## src/rtl/alu_64.sv

```systemverilog
// 64-bit execute-stage ALU: pass-B, add, sub, and/or/xor with registered
// result and negative/zero/overflow/carry_out flags (one cycle of latency).
module alu_64 #(
    parameter int WIDTH = 64
) (
    input  logic             clk,
    input  logic             reset,
    input  logic [WIDTH-1:0] A,
    input  logic [WIDTH-1:0] B,
    input  logic [2:0]       cntrl,
    output logic [WIDTH-1:0] result,
    output logic             negative,
    output logic             zero,
    output logic             overflow,
    output logic             carry_out
);

    localparam logic [2:0] OP_PASS_B = 3'b000;
    localparam logic [2:0] OP_ADD    = 3'b010;
    localparam logic [2:0] OP_SUB    = 3'b011;
    localparam logic [2:0] OP_AND    = 3'b100;
    localparam logic [2:0] OP_OR     = 3'b101;
    localparam logic [2:0] OP_XOR    = 3'b110;

    logic             sub;
    logic [WIDTH-1:0] b_eff;
    logic [WIDTH:0]   sum_ext;
    logic             carry_into_msb;
    logic [WIDTH-1:0] logic_bits;

    logic [WIDTH-1:0] result_next;
    logic             overflow_next;
    logic             carry_next;

    logic [WIDTH-1:0] result_reg;
    logic             negative_reg;
    logic             zero_reg;
    logic             overflow_reg;
    logic             carry_reg;

    // Single shared adder; subtraction is A + ~B + 1.
    assign sub     = (cntrl == OP_SUB);
    assign b_eff   = B ^ {WIDTH{sub}};
    assign sum_ext = {1'b0, A} + {1'b0, b_eff} + {{WIDTH{1'b0}}, sub};

    // The sum bit at the MSB is a ^ b ^ cin, so cin can be recovered from it.
    assign carry_into_msb = sum_ext[WIDTH-1] ^ A[WIDTH-1] ^ b_eff[WIDTH-1];

    // Per-bit logic unit selected by the low opcode bits (00 and, 01 or, 10 xor).
    generate
        for (genvar gi = 0; gi < WIDTH; gi++) begin : g_logic
            always_comb begin
                logic_bits[gi] = 1'b0;
                case (cntrl[1:0])
                    2'b00:   logic_bits[gi] = A[gi] & B[gi];
                    2'b01:   logic_bits[gi] = A[gi] | B[gi];
                    2'b10:   logic_bits[gi] = A[gi] ^ B[gi];
                    default: logic_bits[gi] = 1'b0;
                endcase
            end
        end
    endgenerate

    always_comb begin
        result_next   = '0;
        overflow_next = 1'b0;
        carry_next    = 1'b0;
        case (cntrl)
            OP_PASS_B: result_next = B;
            OP_ADD, OP_SUB: begin
                result_next   = sum_ext[WIDTH-1:0];
                carry_next    = sum_ext[WIDTH];
                overflow_next = carry_into_msb ^ sum_ext[WIDTH];
            end
            OP_AND, OP_OR, OP_XOR: result_next = logic_bits;
            default: result_next = '0;
        endcase
    end

    always_ff @(posedge clk) begin
        if (reset) begin
            result_reg   <= '0;
            negative_reg <= 1'b0;
            zero_reg     <= 1'b1;
            overflow_reg <= 1'b0;
            carry_reg    <= 1'b0;
        end else begin
            result_reg   <= result_next;
            negative_reg <= result_next[WIDTH-1];
            zero_reg     <= (result_next == '0);
            overflow_reg <= overflow_next;
            carry_reg    <= carry_next;
        end
    end

    assign result    = result_reg;
    assign negative  = negative_reg;
    assign zero      = zero_reg;
    assign overflow  = overflow_reg;
    assign carry_out = carry_reg;

endmodule

```

## config.mk

```make
export PLATFORM = sky130hd
export DESIGN_NAME = alu_64
export DESIGN_NICKNAME = d
export VERILOG_FILES = /design/src/rtl/alu_64.sv
export SDC_FILE = /design/constraint.sdc
export NUM_CORES = 1
export LEC_CHECK = 0
export ABC_AREA = 1
export CAP_MARGIN = 40
export CELL_PAD_IN_SITES_DETAIL_PLACEMENT = 2
export CELL_PAD_IN_SITES_GLOBAL_PLACEMENT = 2
export CORE_MARGIN = 2
export CORE_UTILIZATION = 31
export DETAILED_ROUTE_END_ITERATION = 8
export HOLD_SLACK_MARGIN = 0.15
export PLACE_DENSITY = 0.88
export SETUP_SLACK_MARGIN = 0.15
export SYNTH_ARGS = -nofsm -noshare
export SYNTH_HDL_FRONTEND = slang
export SYNTH_SLANG_ARGS = --single-unit
```

## constraint.sdc

```tcl
create_clock -name clk -period 9.8 [get_ports clk]
set_clock_uncertainty 0.1 [all_clocks]
set_input_delay 0.98 -clock clk [delete_from_list [all_inputs] [get_ports clk]]
set_output_delay 0.98 -clock clk [all_outputs]
set_load 0.02 [all_outputs]
```

==> run_results.csv, run 1 <==
group,metric,value,unit
outcome,status,"finished, final reports clean",
synthesis,synthTopCellsByCount,"nand2_1 (694), inv_1 (446), nor2_1 (223), ha_1 (206), nand3_1 (126)",
global_route,grtUsageTotal,0.329,
timing,finalWorstPathRequiredPeriod,5930,ps
routing,via_per_inst,5.35,
cells_and_area,post-route-cell-area,0.0157,mm²
timing,rsz0062_at_grt,"no",
power,p_leak,8.39,nW
global_route,use_met1,0.459,
timing,tns,0,ps
synthesis,synth.area.mux_share,0,
floorplanning,std_cell_rows,74,
global_route,first_global_vias,17213,
synthesis,yosysSeqAreaShare,0.105,
synthesis,yosys.area.top_type,"nand2_1",
job,max-cap-violations,0,
worst_setup_path,end_kind,"flop",
routing,drc_errors,0,
clock_tree,numCtsBuffers,9,
worst_setup_path,cp_slowest_cell,"buf_4",
worst_setup_path,cp_top_family,"simple AND/OR/NAND/NOR gates",
worst_setup_path,crit_start,"cntrl[1]",
clock_tree,tritoncts,"built",
synthesis,synth_ff_type,"dfxtp_1",
timing,whs,1240,ps
cells_and_area,largest_reg_flops,64,
timing,final_max_slew_viol_count,0,
clock_tree,ctsHoldBuffers,0,
global_route,gr-total-overflow,0,
worst_setup_path,start_kind,"input pin",
floorplanning,core_area,0.0408,mm²
global_route,grt_pass1_wl,108000,µm
placement,placed_area,0.0153,mm²
placement,place_congestion,1.02,
placement,port_buffers,200,
timing,slew-limit-headroom,0.387,
synthesis,yosysUniqueCellTypes,44,
synthesis,synth.avg_cell_area,5.68,µm²
synthesis,synth_edf_count,0,
global_route,use_met2,0.526,
synthesis,synth_top_family_by_area,"simple AND/OR/NAND/NOR gates",
global_route,antenna_found_initial,2,
routing,wl_per_cell,24.4,µm
synthesis,synth_area_leaders,"nand2_1 (20%), ha_1 (20%), inv_1 (13%), dfxtp_1 (10%), nor2_1 (6.5%)",
routing,drtAntennaViolNets,0,
cells_and_area,final_util,0.383,
worst_setup_path,cp-endpoint,"zero",
hold_path,hp-class,"input pin to flop",
synthesis,yosys.area_share.simple,0.356,
worst_setup_path,crit_required,10000,ps
clock_tree,htree_levels,3,
cells_and_area,nFillCells,5242,
clock_tree,cts-root-buf,"clkbuf_16",
synthesis,synthesis.nets,2598,
global_route,grt_util_met3,0.0545,
cells_and_area,nNetsFinal,2767,
routing,vias,15874,
floorplanning,die_h,207,µm
clock_tree,cts.sinks,67,
timing,tightest_slew,920,ps
worst_setup_path,cp.depth,24,
timing,fmax,169,MHz
timing,final.period_utilization,0.605,
worst_setup_path,cp_cell_sequence,"clkdlybuf4s50_1 > nand3_4 > buf_4 > xor2_1 > ha_1 > nand2_1 > nand2_1 > inv_1 > nand2_1 > nand2_1 > nand2_1 > nand2_1 > nand2_1 > nand2_1 > nand2_1 > a21oi_1 > nand2_1 > nand3_1 > nand2_1 > inv_1 > nand2_1 > nor2_1 > nand3_1 > o21bai_1",
synthesis,synth_compound_area_frac,0.139,
clock_tree,clkTransAtPathRegs,70,ps
global_route,busiest_layer,"met2",
routing,first_iter_violations,1127,
global_route,grt_start_max_net_pins,67,
clock_tree,clockBufferDepth,2,
timing,hold_viol,0,
worst_setup_path,path_common_cell,"nand2_1",
floorplanning,ios,201,
synthesis,synth_top_area_frac,0.203,
synthesis,ys_seq_elements,67,
routing,routed_wl,72300,µm
cells_and_area,area_growth,22.0,%
worst_setup_path,crit_fanout,40,
cells_and_area,drive_above_1_share,0.0218,
floorplanning,die_area,0.0430,mm²
floorplanning,initial_core_util,0.314,
synthesis,synthAdderAreaFrac,0.202,
synthesis,synth.most_common_cell,"nand2_1",
clock_tree,postCtsSetupRepairBufs,0,
placement,hpwl,59400,µm
floorplanning,die_w,207,µm
worst_setup_path,slowest_delay,740,ps
worst_setup_path,cp.arrival,6130,ps
synthesis,async_reset_ff_frac,0,
routing,firstDrtPassIters,5,
synthesis,yosys_warnings,0,
worst_setup_path,path_class,"input pin to flop",
power,vdd_drop_max,0.0000928,V
synthesis,synthXorXnorAreaFrac,0.0444,
power,power_density,108,mW/mm²
timing,setup-violations-final,0,
worst_setup_path,critical_path_buf_inv_count,4,
synthesis,netlist_area,0.0128,mm²
clock_tree,cts_resized,0,
synthesis,synth_cells,2258,
[routing by layer]
layer	vias to the layer above	routed length [µm]
li1	7364	-
met1	7949	34300
met2	476	32000
met3	85	4570
met4	0	1440
met5	-	0
[tightest hold or removal path, delay by kind of cell]
kind	cells	cell delay, ps
and+or+nand+nor	1	190
buffers and inverters	2	490
[layout by cell type (no fill, tap or decap), types with 15 or more instances in the layout]
master | netlist | layout
a21oi_1 | 108 | 108
ha_1 | 206 | 206
clkdlybuf4s50_1 | 0 | 199
nand2_1 | 694 | 694
inv_1 | 446 | 446
xor2_1 | 65 | 65
o21ai_0 | 74 | 74
dfxtp_1 | 67 | 67
o211ai_1 | 33 | 33
nor2_1 | 223 | 221
nand3_1 | 126 | 126
nand3b_1 | 21 | 21
nor3_1 | 15 | 15
o21a_1 | 20 | 20
a22oi_1 | 30 | 30
[report_power, final]
group          switching [mW]  total (mW)  internal [mW]  leakage [nW]
Clock                   0.152       0.389          0.238         0.162
Combinational           0.681        1.00          0.322          7.67
Sequential            0.00882       0.305          0.296         0.552
Total                   0.841        1.70          0.856          8.39
[worst min-delay path by stage]
stage | start | cells past startpoint | to | slack [ps]
6_report | reset | 3 | result[56] | 1240
5_1_grt | reset | 3 | result[56] | 1240
4_1_cts | reset | 3 | result[9] | 1210
3_5_place_dp | reset | 3 | result[56] | 1590
3_3_place_gp | reset | 3 | result[56] | 1580
2_1_floorplan | B[18] | 2 | result[18] | 1060
[through the flow]
stage                     power [mW]  setup WS, ps  std cells
after CTS                       1.68          4030       2964
after floorplan                0.861          5980       2258
after detailed placement        1.28          3660       2948
after global placement          1.23          3790       2948
after global routing            1.79          3570       2965
final                           1.70          3870       2966
[cell families (layout without fill, tap and decap cells)]
group	count (synthesis)	in the layout
compound gates	299	299
xor+xnor	65	65
fa+ha+maj	207	207
buf+inv	501	675
flops	67	67
other cells	0	2
simple gates	1119	1119
[layout make-up]
class	count	area, µm²	share of cell area
multi-input cells	1690	9550	0.610
clock buffers	11	253	0.0161
inverters	450	1690	0.108
well taps	532	666	0.0425
clock inverters	5	85.1	0.00543
diodes	2	5.00	0.000320
flip-flops and latches	67	1340	0.0857
repair buffers	209	2060	0.132
(Power assumes the default switching activity.)
==> run 2, diff against run 1 <==
--- a/config.mk
+++ b/config.mk
@@ -10,10 +10,10 @@
 export CELL_PAD_IN_SITES_DETAIL_PLACEMENT = 2
 export CELL_PAD_IN_SITES_GLOBAL_PLACEMENT = 2
 export CORE_MARGIN = 2
-export CORE_UTILIZATION = 31
+export CORE_UTILIZATION = 29
 export DETAILED_ROUTE_END_ITERATION = 8
 export HOLD_SLACK_MARGIN = 0.15
-export PLACE_DENSITY = 0.88
+export PLACE_DENSITY = 0.83
 export SETUP_SLACK_MARGIN = 0.15
 export SYNTH_ARGS = -nofsm -noshare
 export SYNTH_HDL_FRONTEND = slang
==> constraint.sdc (replaced) <==
create_clock -name clk -period 6.1 [get_ports clk]
set_clock_uncertainty 0.1 [all_clocks]
set_input_delay 0.61 -clock clk [delete_from_list [all_inputs] [get_ports clk]]
set_output_delay 0.61 -clock clk [all_outputs]
set_load 0.02 [all_outputs]
==> run_results.csv, run 2 (synthesis gave the netlist of run 1 again) <==
group,metric,value,unit
global_route,grt_start_max_net_pins,67,
hold_path,holdCritStartpoint,"reset",
clock_tree,numCtsBuffers,9,
routing,via_per_inst,5.17,
routing,drtAntennaViolNets,0,
timing,slew-limit-headroom,0.403,
clock_tree,ctsHoldBuffers,0,
worst_setup_path,cp_cell_sequence,"clkdlybuf4s50_1 > nand3_4 > buf_4 > xor2_1 > ha_1 > nand2_1 > nor2_1 > nand2_1 > nor3_1 > nand2_1 > nand2_1 > nand3_1 > nand2_1 > nand2_1 > nand3_1 > nand2_1 > nor2_1 > nand2_1 > nor2_1 > nand3_1 > o21bai_1",
timing,tightest_slew,895,ps
clock_tree,clockBufferDepth,2,
power,p_leak,8.43,nW
power,sw_frac_of_total,0.478,
placement,hpwl,59500,µm
worst_setup_path,critical_path_buf_inv_count,2,
cells_and_area,seqCellArea,0.00134,mm²
timing,setup_ws,1030,ps
hold_path,whs_path_depth,3,
worst_setup_path,path_common_cell,"nand2_1",
power,power,2.78,mW
timing,setup-violations-final,0,
routing,first_iter_violations,961,
floorplanning,die_w,214,µm
timing,fmax,197,MHz
timing,finalWorstPathRequiredPeriod,5070,ps
cells_and_area,final_common_cell,"nand2_1",
floorplanning,die_h,214,µm
routing,vias,15662,
power,combPwrFrac,0.578,
routing,wl_per_cell,23.4,µm
power,clkPwrFrac,0.246,
hold_path,hp-class,"input pin to flop",
cells_and_area,layout_common_cells,"nand2_1 (694), inv_1 (446), nor2_1 (221), ha_1 (206), clkdlybuf4s50_1 (199)",
global_route,grtUsageTotal,0.302,
clock_tree,tritoncts,"built",
routing,firstDrtPassIters,5,
placement,place_congestion,0.963,
power,intPower,1.45,mW
timing,rsz0062_at_grt,"no",
worst_setup_path,end_kind,"flop",
placement,pre_cts_slack,760,ps
clock_tree,htree_levels,3,
worst_setup_path,crit_fanout,31,
timing,hold_viol,0,
power,power_density,176,mW/mm²
worst_setup_path,slowest_delay,640,ps
cells_and_area,post_layout_nonfiller_instances,3031,
clock_tree,clkTransAtPathRegs,70,ps
routing,drc_errors,0,
cells_and_area,area_growth,23.3,%
clock_tree,postCtsSetupRepairBufs,0,
placement,placed_area,0.0154,mm²
clock_tree,cts.sinks,67,
power,seq_power_share,0.176,
cells_and_area,largest_reg_flops,64,
routing,routed_wl,70900,µm
power,vdd_drop_max,0.000138,V
hold_path,min_to,"result[56]",
cells_and_area,post-route-cell-area,0.0158,mm²
timing,final_max_slew_viol_count,0,
worst_setup_path,crit_required,6310,ps
global_route,antenna_found_initial,1,
floorplanning,ios,201,
clock_tree,cts-root-buf,"clkbuf_16",
worst_setup_path,cp_slowest_cell,"clkdlybuf4s50_1",
power,power_switching,1.33,mW
placement,post-place-cells,3013,
floorplanning,core_area,0.0439,mm²
worst_setup_path,cp_top_family,"simple AND/OR/NAND/NOR gates",
job,max-cap-violations,0,
cells_and_area,multiInputGateArea,0.00955,mm²
floorplanning,std_cell_rows,77,
worst_setup_path,path_class,"input pin to flop",
cells_and_area,final_util,0.360,
global_route,gr-total-overflow,0,
global_route,grt_pass1_wl,105000,µm
outcome,status,"finished, final reports clean",
cells_and_area,nFillCells,5588,
global_route,first_global_vias,16708,
floorplanning,initial_core_util,0.292,
worst_setup_path,start_kind,"input pin",
placement,port_buffers,200,
timing,whs,859,ps
cells_and_area,nNetsFinal,2773,
worst_setup_path,cp.arrival,5280,ps
timing,tns,0,ps
clock_tree,cts_resized,0,
floorplanning,die_area,0.0459,mm²
timing,final.period_utilization,0.832,
cells_and_area,drive_above_1_share,0.0242,
[run 2: cell types whose count changed in the layout (fill, tap and decap cells not counted), sizes merged]
cell and delta:
buf +6, bufinv +2, clkbuf -1, clkinv -1, diode -1
[run 2: cell type report]
class                      instances  area share
sequential                        67      0.0848
timing repair buffer             215       0.134
tap                              592      0.0468
clock buffer                      10      0.0151
clock inverter                     6     0.00862
antenna                            1    0.000158
inverter                         450       0.107
multi-input combinational       1690       0.604
[run 2: routing by layer]
| metal | share of wire | GRT usage | up-vias |
|---|---|---|---|
| met5 | 0 | 0 | - |
| met4 | 0.017 | 0.0699 | 0 |
| met3 | 0.046 | 0.0261 | 55 |
| met2 | 0.44 | 0.485 | 388 |
| met1 | 0.49 | 0.437 | 7856 |
| li1 | - | - | 7363 |
[run 2: power by group through the flow]
stage	Sequential (mW)	Clock (mW)	Combinational [mW]
2_1_floorplan	0.545	0	0.839
3_3_place_gp	0.496	0	1.50
3_5_place_dp	0.499	0	1.56
4_1_cts	0.490	0.694	1.58
5_1_grt	0.492	0.707	1.74
6_report	0.489	0.685	1.61
[run 2: worst max-delay path by stage]
stage               endpoint  slack, ps  depth (start not counted)     start
finish                  zero       1030                         21  cntrl[1]
global route            zero        830                         23  cntrl[1]
CTS                     zero       1130                         21  cntrl[1]
detailed placement      zero        760                         21  cntrl[1]
global placement        zero        900                         21  cntrl[1]
floorplan           overflow       2650                         23  cntrl[2]
==> run 3, diff against run 2 <==
--- a/config.mk
+++ b/config.mk
@@ -10,10 +10,10 @@
 export CELL_PAD_IN_SITES_DETAIL_PLACEMENT = 2
 export CELL_PAD_IN_SITES_GLOBAL_PLACEMENT = 2
 export CORE_MARGIN = 2
-export CORE_UTILIZATION = 29
+export CORE_UTILIZATION = 26
 export DETAILED_ROUTE_END_ITERATION = 8
 export HOLD_SLACK_MARGIN = 0.15
-export PLACE_DENSITY = 0.83
+export PLACE_DENSITY = 0.78
 export SETUP_SLACK_MARGIN = 0.15
 export SYNTH_ARGS = -nofsm -noshare
 export SYNTH_HDL_FRONTEND = slang
==> constraint.sdc (replaced) <==
create_clock -name clk -period 4.2 [get_ports clk]
set_clock_uncertainty 0.1 [all_clocks]
set_input_delay 0.42 -clock clk [delete_from_list [all_inputs] [get_ports clk]]
set_output_delay 0.42 -clock clk [all_outputs]
set_load 0.02 [all_outputs]
==> run_results.csv, run 3 (synthesis gave the netlist of run 1 again) <==
group,metric,value,unit
outcome,status,"complete, but fails checks",
outcome,violations,"setup timing",
clock_tree,clkTransAtPathRegs,60,ps
timing,finalWorstPathRequiredPeriod,4300,ps
routing,routed_wl,82500,µm
global_route,grtUsageTotal,0.308,
cells_and_area,drive_above_1_share,0.206,
power,combPwrFrac,0.669,
floorplanning,std_cell_rows,81,
clock_tree,cts-root-buf,"clkbuf_16",
global_route,grt_pass1_wl,117000,µm
floorplanning,die_w,226,µm
timing,tns,-100,ps
power,vdd_drop_max,0.000192,V
clock_tree,tritoncts,"built",
routing,drc_errors,0,
timing,final.period_utilization,1.02,
routing,first_iter_violations,1175,
routing,wl_per_cell,24.2,µm
floorplanning,initial_core_util,0.263,
cells_and_area,area_growth,49.4,%
routing,firstDrtPassIters,5,
timing,rsz0062_at_grt,"yes",
global_route,antenna_found_initial,4,
timing,tightest_slew,775,ps
routing,drtAntennaViolNets,0,
timing,setup_ws,-100,ps
cells_and_area,post_layout_nonfiller_instances,3410,
worst_setup_path,cp.arrival,4490,ps
power,sw_frac_of_total,0.485,
cells_and_area,nNetsFinal,3080,
cells_and_area,final_common_cell,"nand2_1",
timing,fmax,233,MHz
hold_path,hp-class,"input pin to flop",
clock_tree,ctsHoldBuffers,0,
worst_setup_path,crit_fanout,7,
cells_and_area,nFillCells,6042,
worst_setup_path,end_kind,"flop",
worst_setup_path,start_kind,"input pin",
worst_setup_path,path_class,"input pin to flop",
cells_and_area,largest_reg_flops,64,
timing,hold_viol,0,
clock_tree,cts.sinks,67,
floorplanning,die_area,0.0511,mm²
floorplanning,core_area,0.0488,mm²
timing,setup-violations-final,1,
job,max-cap-violations,0,
global_route,grt_start_max_net_pins,59,
placement,port_buffers,200,
power,power_switching,2.25,mW
global_route,gr-total-overflow,0,
cells_and_area,seqCellArea,0.00134,mm²
cells_and_area,multiInputGateArea,0.0104,mm²
cells_and_area,final_util,0.392,
routing,via_per_inst,5.13,
clock_tree,htree_levels,3,
power,p_leak,10.0,nW
global_route,first_global_vias,18647,
clock_tree,clockBufferDepth,2,
power,power,4.64,mW
floorplanning,ios,201,
cells_and_area,layout_common_cells,"nand2_1 (645), inv_1 (435), buf_4 (308), clkdlybuf4s50_1 (197), ha_1 (190)",
placement,place_congestion,0.991,
timing,final_max_slew_viol_count,0,
worst_setup_path,crit_required,4390,ps
clock_tree,numCtsBuffers,9,
timing,slew-limit-headroom,0.483,
floorplanning,die_h,226,µm
placement,post-place-cells,3382,
power,seq_power_share,0.153,
power,intPower,2.39,mW
power,power_density,242,mW/mm²
power,clkPwrFrac,0.178,
routing,vias,17495,
placement,hpwl,67100,µm
timing,whs,522,ps
## run 3: layer usage
layer  global-route usage  vias up  wire [µm]
met1                0.439     8796      38300
met5                    0        -         13
li1                     -     7979          -
met3               0.0198      142       4410
met2                0.495      576      37300
met4               0.0887        2       2550
## run 3: through the flow
step	setup slack [ps]	instance area, µm²
2_1_floorplan	937	12800
3_3_place_gp	-447	17900
3_5_place_dp	-498	17900
4_1_cts	151	18300
5_1_grt	-191	19200
6_report	-100	19200
## run 3: power groups by stage
stage	logic, mW	clock network [mW]	registers [mW]
global placement	2.63	0	0.720
floorplan	1.22	0	0.791
finish	3.10	0.826	0.710
CTS	2.83	0.832	0.710
global route	3.31	0.862	0.713
detailed placement	2.77	0	0.723
## run 3: path summary, 6_finish.rpt
kind | startpoint | end | slack, ps | cells past startpoint
worst min-delay path | reset | result[36] | 520 | 2
worst max-delay path | cntrl[2] | zero | -100 | 25
## run 3: cell type report
| class | count | share of cell area |
|---|---|---|
| multi-input cells | 1690 | 0.544 |
| repair buffers | 522 | 0.239 |
| inverters | 450 | 0.0882 |
| flip-flops and latches | 67 | 0.0700 |
| well taps | 664 | 0.0433 |
| clock buffers | 12 | 0.0134 |
| clock inverters | 4 | 0.00255 |
| diodes | 1 | 0.000131 |
## run 3: what timing repair did
action / in CTS / in global routing
setup endpoints to repair: 2 / 9
setup buffers: 1 / 9
gates cloned: 0 / 1
gates resized for setup: 31 / 210
pin swaps: 6 / 42
## run 3: worst max-delay path, cell delays in order
cell	delay [ps]
clkdlybuf4s50_1	440
inv_2	90
nand3_4	170
clkbuf_16	240
buf_4	170
xor2_1	170
ha_2	400
nand2_1	110
buf_4	160
nor2_2	190
inv_1	90
nor2_2	160
inv_1	120
nor2_1	130
nand2_1	120
nand2_2	110
a21o_1	170
nand2_1	80
nand3_2	100
nand2_1	100
inv_2	110
nand2_1	70
nor2_2	250
nand3_1	120
o21bai_1	150
